===== src/rtl/led_sys_pkg.sv =====
// Shared definitions for the key / LED flasher system.
// Holds the debounce state encoding and the default 50 MHz terminal counts.
package led_sys_pkg;

    typedef enum logic [1:0] {
        IDLE         = 2'd0,
        PRESS_FILT   = 2'd1,
        HELD         = 2'd2,
        RELEASE_FILT = 2'd3
    } deb_state_e;

    // 20 ms debounce window at 50 MHz
    localparam logic [31:0] DEB_MAX_DFLT     = 32'd999_999;
    // 10 s auto-off on-time at 50 MHz
    localparam logic [31:0] TIMEOUT_MAX_DFLT = 32'd499_999_999;
    // 0.5 s LED flasher half-period at 50 MHz
    localparam logic [31:0] FLASH_MAX_DFLT   = 32'd24_999_999;

endpackage


===== src/rtl/key_sys_ctrl_if.sv =====
// Signal bundle between the key front end and its environment.
// The slave side is the key_sys_ctrl block; the master side drives the raw key.
interface key_sys_ctrl_if;

    logic key_in;
    logic key_flag;
    logic system_en;
    logic timeout_flag;

    modport master (
        output key_in,
        input  key_flag,
        input  system_en,
        input  timeout_flag
    );

    modport slave (
        input  key_in,
        output key_flag,
        output system_en,
        output timeout_flag
    );

endinterface


===== src/rtl/key_sys_ctrl_key_debounce.sv =====
// key_debounce: 2-FF synchronizer plus press/release debounce FSM.
// key_flag_o is a registered one-cycle pulse per accepted press; accept_o is
// its next-state value so the parent can act on the same clock edge.
module key_debounce
    import led_sys_pkg::*;
#(
    parameter logic [31:0] DEB_MAX = DEB_MAX_DFLT
) (
    input  logic clk,
    input  logic rst_n,
    input  logic key_i,
    output logic key_flag_o,
    output logic accept_o
);

    logic        sync1_q;
    logic        key_s_q;
    deb_state_e  state_q;
    logic [31:0] cnt_q;
    logic        key_flag_q;
    logic        key_flag_d;

    // Bring the asynchronous key into the clock domain; idle level is high.
    always_ff @(posedge clk or negedge rst_n) begin
        if (!rst_n) begin
            sync1_q <= 1'b1;
            key_s_q <= 1'b1;
        end else begin
            sync1_q <= key_i;
            key_s_q <= sync1_q;
        end
    end

    assign key_flag_d = (state_q == PRESS_FILT) && !key_s_q && (cnt_q == DEB_MAX);

    // Debounce FSM: a level must stay stable for DEB_MAX+1 cycles to count.
    always_ff @(posedge clk or negedge rst_n) begin
        if (!rst_n) begin
            state_q    <= IDLE;
            cnt_q      <= '0;
            key_flag_q <= 1'b0;
        end else begin
            key_flag_q <= key_flag_d;
            case (state_q)
                IDLE: begin
                    if (!key_s_q) begin
                        state_q <= PRESS_FILT;
                        cnt_q   <= '0;
                    end
                end
                PRESS_FILT: begin
                    if (key_s_q) begin
                        state_q <= IDLE;
                    end else if (cnt_q == DEB_MAX) begin
                        state_q <= HELD;
                    end else begin
                        cnt_q <= cnt_q + 32'd1;
                    end
                end
                HELD: begin
                    if (key_s_q) begin
                        state_q <= RELEASE_FILT;
                        cnt_q   <= '0;
                    end
                end
                RELEASE_FILT: begin
                    if (!key_s_q) begin
                        state_q <= HELD;
                    end else if (cnt_q == DEB_MAX) begin
                        state_q <= IDLE;
                    end else begin
                        cnt_q <= cnt_q + 32'd1;
                    end
                end
                default: state_q <= IDLE;
            endcase
        end
    end

    assign key_flag_o = key_flag_q;
    assign accept_o   = key_flag_d;

endmodule


===== src/rtl/key_sys_ctrl.sv =====
// key_sys_ctrl: debounced push-button that toggles system_en for the flasher.
// Optional auto-off timer compiled in with macro KEY_SYS_AUTO_OFF_EN.
module key_sys_ctrl
    import led_sys_pkg::*;
#(
    parameter logic [31:0] DEB_MAX     = DEB_MAX_DFLT,
    parameter logic [31:0] TIMEOUT_MAX = TIMEOUT_MAX_DFLT
) (
    input  logic           clk,
    input  logic           rst_n,
    key_sys_ctrl_if.slave  key_bus
);

    logic key_flag;
    logic accept;
    logic system_en_q;
    logic timeout_flag_q;

    key_debounce #(
        .DEB_MAX (DEB_MAX)
    ) u_key_debounce (
        .clk        (clk),
        .rst_n      (rst_n),
        .key_i      (key_bus.key_in),
        .key_flag_o (key_flag),
        .accept_o   (accept)
    );

`ifdef KEY_SYS_AUTO_OFF_EN
    logic [31:0] tcnt_q;
    logic        timeout_d;

    assign timeout_d = system_en_q && (tcnt_q == TIMEOUT_MAX);

    // Toggle on each press; the timer wins a same-cycle collision so the block ends off.
    always_ff @(posedge clk or negedge rst_n) begin
        if (!rst_n) begin
            system_en_q    <= 1'b0;
            timeout_flag_q <= 1'b0;
            tcnt_q         <= '0;
        end else begin
            timeout_flag_q <= timeout_d;
            if (timeout_d) begin
                system_en_q <= 1'b0;
            end else if (accept) begin
                system_en_q <= ~system_en_q;
            end
            if (!system_en_q || timeout_d || accept) begin
                tcnt_q <= '0;
            end else begin
                tcnt_q <= tcnt_q + 32'd1;
            end
        end
    end
`else
    logic unused_timeout_max;

    assign unused_timeout_max = ^TIMEOUT_MAX;
    assign timeout_flag_q     = 1'b0;

    // Toggle the enable level on every accepted press.
    always_ff @(posedge clk or negedge rst_n) begin
        if (!rst_n) begin
            system_en_q <= 1'b0;
        end else if (accept) begin
            system_en_q <= ~system_en_q;
        end
    end
`endif

    assign key_bus.key_flag     = key_flag;
    assign key_bus.system_en    = system_en_q;
    assign key_bus.timeout_flag = timeout_flag_q;

endmodule

===== src/flat_wrapper.sv =====
// flat-port wrapper written by rule: the top's interface ports become plain ports
module key_sys_ctrl_flat import led_sys_pkg::*;
#(
    parameter logic [31:0] DEB_MAX     = DEB_MAX_DFLT,
    parameter logic [31:0] TIMEOUT_MAX = TIMEOUT_MAX_DFLT
)
  (clk, rst_n, key_bus_key_in, key_bus_key_flag, key_bus_system_en, key_bus_timeout_flag);
  key_sys_ctrl_if key_bus_i ();
  input  logic clk;
  input  logic rst_n;
  input wire logic [$bits(key_bus_i.key_in)-1:0] key_bus_key_in;
  output wire logic [$bits(key_bus_i.key_flag)-1:0] key_bus_key_flag;
  output wire logic [$bits(key_bus_i.system_en)-1:0] key_bus_system_en;
  output wire logic [$bits(key_bus_i.timeout_flag)-1:0] key_bus_timeout_flag;
  assign key_bus_i.key_in = key_bus_key_in;
  assign key_bus_key_flag = key_bus_i.key_flag;
  assign key_bus_system_en = key_bus_i.system_en;
  assign key_bus_timeout_flag = key_bus_i.timeout_flag;
  key_sys_ctrl #(.DEB_MAX(DEB_MAX), .TIMEOUT_MAX(TIMEOUT_MAX)) u_core (.clk(clk), .rst_n(rst_n), .key_bus(key_bus_i));
endmodule

===== config.mk =====
export PLATFORM = sky130hd
export DESIGN_NAME = key_sys_ctrl_flat
export DESIGN_NICKNAME = d
export VERILOG_FILES = /design/src/rtl/led_sys_pkg.sv /design/src/rtl/key_sys_ctrl_if.sv /design/src/rtl/key_sys_ctrl_key_debounce.sv /design/src/rtl/key_sys_ctrl.sv /design/src/flat_wrapper.sv
export SDC_FILE = /design/constraint.sdc
export NUM_CORES = 1
export LEC_CHECK = 0
export ABC_CLOCK_PERIOD_IN_PS = 2020
export CAP_MARGIN = 20
export CORE_ASPECT_RATIO = 0.6
export CORE_MARGIN = 2
export CORE_UTILIZATION = 50
export CTS_CLUSTER_SIZE = 40
export DETAILED_ROUTE_END_ITERATION = 8
export HOLD_SLACK_MARGIN = 0.02
export PLACE_DENSITY = 0.7
export SYNTH_ARGS = -nofsm -noshare
export SYNTH_HDL_FRONTEND = slang
export SYNTH_SLANG_ARGS = --single-unit

===== constraint.sdc =====
create_clock -name clk -period 2.02 [get_ports clk]
set_input_delay 0.303 -clock clk [delete_from_list [all_inputs] [get_ports clk]]
set_output_delay 0.303 -clock clk [all_outputs]
set_load 0.05 [all_outputs]

==> results.yml <==
timing:
  postLayoutSetupSlackWorst_ns: -0.03373
  min_period_ns: 2.054
  hold_slack_ns: 0.04212
  relSlewSlack: 0.6561
  finClkSkew_ns: 0.006932
  rsz0062_at_grt: "true"
  setup_violations: 1
  hold_violations: 0
  period_share: 1.017
  fin_setup_tns_ns: -0.03373
  tightest_slew_ns: 0.5142
  timing.fmax_mhz: 486.9
  slew_viol_final: 0
place:
  port_buffers: 4
  dp.cells: 346
  dpl_cell_area_sq_um: 2659
  dp_hpwl_mm: 4.436
  globalplace.congestion: 0.8627
pwr:
  p_switching_uw: 404.0
  powerDensity_nw_per_um2: 524.3
  power.total_mw: 1.522
  p_clk_frac: 0.370
  p_leak_nw: 1.245
  ir_drop_v: 0.0003550
  p_sw_frac: 0.2655
  seqPwrFrac: 0.528
  p_int_mw: 1.118
  combPwrFrac: 0.102
synth:
  synth_edf_count: 0
  synth_area_leaders: "dfrtp_1, mux2i_1, o31ai_1, o2bb2ai_1, nand2_1"
  async_flop_share: 1.000
  synth.most_common_cell: "dfrtp_1"
  syn_area_sq_um: 2288
  synth_top_cell_by_area: "dfrtp_1"
  synthesis.nets: 253
  yosys_warnings: 0
  synth-main-ff-cell: "dfrtp_1"
  syn_inst: 249
  syn_avg_cell_area_sq_um: 9.191
  synth.yosys.seq_area_share: 0.4166
  synth_cell_types: 50
  yosys-top-cells-count: "dfrtp_1, nand2_1, nor2_1"
  synth_seq_cells: 38
  synth_top_cell_area_share: 0.3937
floorplan:
  core-area_sq_um: 4493
  dieArea_sq_um: 5152
  fp-row-count: 19
  ios: 6
  die_h_um: 56.41
  die_w_um: 91.34
  initial_core_util: 0.5093
clocking:
  hold_buffers: 0
  insertion_delay_ns: 0.30
  cts_buffers: 5
  cts_tree: "yes"
  cts_root_buf: "clkbuf_8"
  cts.sinks: 38
  clk_path_buf_depth: 2
  clkSlewWorstSetupHoldPaths_ns: 0.08
  ctsHtreeMaxLevel: 2
drt:
  drcViolationCount: 0
  drt_wl_total_mm: 6.532
  drt_iter0_markers: 243
  dr.pass1.iters: 5
  num_vias: 2264
  vias_per_cell: 6.289
  wl_per_cell_um: 18.14
  antenna_left: 0
finish:
  finalNetCount: 300
  syn_to_final_growth_pct: 26.85
  final_area_sq_um: 2903
  finalNonFillerCells: 360
  insertedDiodeCount: 0
  drive_gt1_frac: 0.2761
global_route:
  grt_max_degree: 39
  grt_antenna_before_repair: 0
  overflow: 0
  grt_pass1_wl_mm: 10.58
  grt_use_total: 0.2663
  grt_pass1_vias: 2029
worst_setup_path:
  crit_chain: "ha_4 > nand3_4 > or3_4 > or4_4 > nor3_4 > xor2_1"
  critPathCaptureType: "flop"
  worst_setup_path_start_kind: "flop"
  cp.required_ns: 2.24
  r2r_slack_ns: -0.03
  arrival_ns: 2.27
  critPathMaxFanout: 4
  crit_type: "reg -> reg"
  critPathSlowestCell: "or4_4"
  slowest_delay_ns: 0.55
min_path:
  hp-class: "in -> async"
run_status:
  violations: "negative setup slack"
  status: "finished, violations left"
job:
  cap_violations: 0
repair_timing:
| action | in CTS | in global routing |
|---|---|---|
| gates cloned | 0 | 0 |
| resized for setup | 2 | 20 |
| pin swaps | 1 | 7 |
| endpoints found under the setup margin | 15 | 30 |
| setup buffers | 1 | 5 |
| hold endpoints to repair | 0 | 0 |
worst paths after layout:
kind	endpoint	depth (start not counted)	start
max in group asynchronous	u_core.u_key_debounce.sync1_q	2	rst_n
worst min register to register	u_core.u_key_debounce.key_s_q	0	u_core.u_key_debounce.sync1_q
worst max-delay path	u_core.key_bus.system_en	6	u_core.u_key_debounce.cnt_q[0]
worst min-delay path	u_core.u_key_debounce.cnt_q[2]	2	rst_n
worst max register to register	u_core.key_bus.system_en	6	u_core.u_key_debounce.cnt_q[0]
min in group clk	u_core.u_key_debounce.key_s_q	0	u_core.u_key_debounce.sync1_q
layout by cell type (no fill, tap or decap), types with 4 or more instances in the layout:
master	netlist	final
inv_1	6	6
o31ai_1	13	13
buf_4	8	50
a22o_1	4	4
mux2i_1	11	11
nand4_1	12	12
nor3_1	13	12
a31oi_1	5	5
nor2_1	20	20
o21ai_0	10	9
nor4_1	11	7
dfrtp_1	36	34
nand3_1	12	12
clkbuf_8	0	6
o2bb2ai_1	10	10
nand2_1	21	21
final cells by class:
cell class,count,area (sq um)
Multi-Input combinational cell,190,1333
Inverter,6,22.52
Clock buffer,7,86.33
Tap cell,63,78.83
Sequential cell,38,955.9
Clock inverter,1,5.005
Timing Repair Buffer,55,421.7
Fill cell,376,1590
registers in the layout, indices dropped and copies added, names as in the netlist, named ones only:
name and cells:
u_core.u_key_debounce.state_q 1, u_core.u_key_debounce.key_flag_o 1, u_core.u_key_debounce.key_s_q 1, u_core.u_key_debounce.sync1_q 1
u_core.key_bus.system_en 1, u_core.u_key_debounce.cnt_q 32
power by group through the flow:
stage          combinational [mW]  clock [mW]  sequential (mW)
5_1_grt                     0.171       0.600            0.807
3_5_place_dp                0.148           0            0.811
2_1_floorplan              0.0701           0            0.816
3_3_place_gp                0.145           0            0.810
4_1_cts                     0.148       0.570            0.796
6_report                    0.155       0.563            0.804
metrics by stage:
step / worst slack [ns] / util
6_report: -0.03373 / 0.6461
5_1_grt: -0.08134 / 0.6461
3_5_place_dp: -0.01616 / 0.5918
2_1_floorplan: 0.05350 / -
3_3_place_gp: 0.03592 / 0.5918
4_1_cts: 0.004189 / 0.6165
per-layer routing:
metal	routed length, um	GRT usage
met4	120	0.09307
met1	3058	0.4069
met2	2745	0.3651
met5	0	0
met3	607	0.06309
cells by family (layout without fill, tap and decap cells):
kind of cell,after synthesis,count (layout),synth area share
and+or+nand+nor,114,114,0.2739
AOI/OAI and AO/OA,60,60,0.1941
DFF,38,38,0.4166
buffers and inverters,21,69,0.04866
muxes,11,11,0.04812
xor gates and xnor gates,3,3,0.01148
adders and majority gates,1,1,0.005467
other,1,1,0.001639
critical path, delay by kind of cell (launching register included):
family	cells	cell delay, ns
fa+ha+maj	1	0.17
simple gates	4	1.23
xor+xnor	1	0.17
flops	1	0.40
No activity file was read; power rests on OpenSTA's default activity.
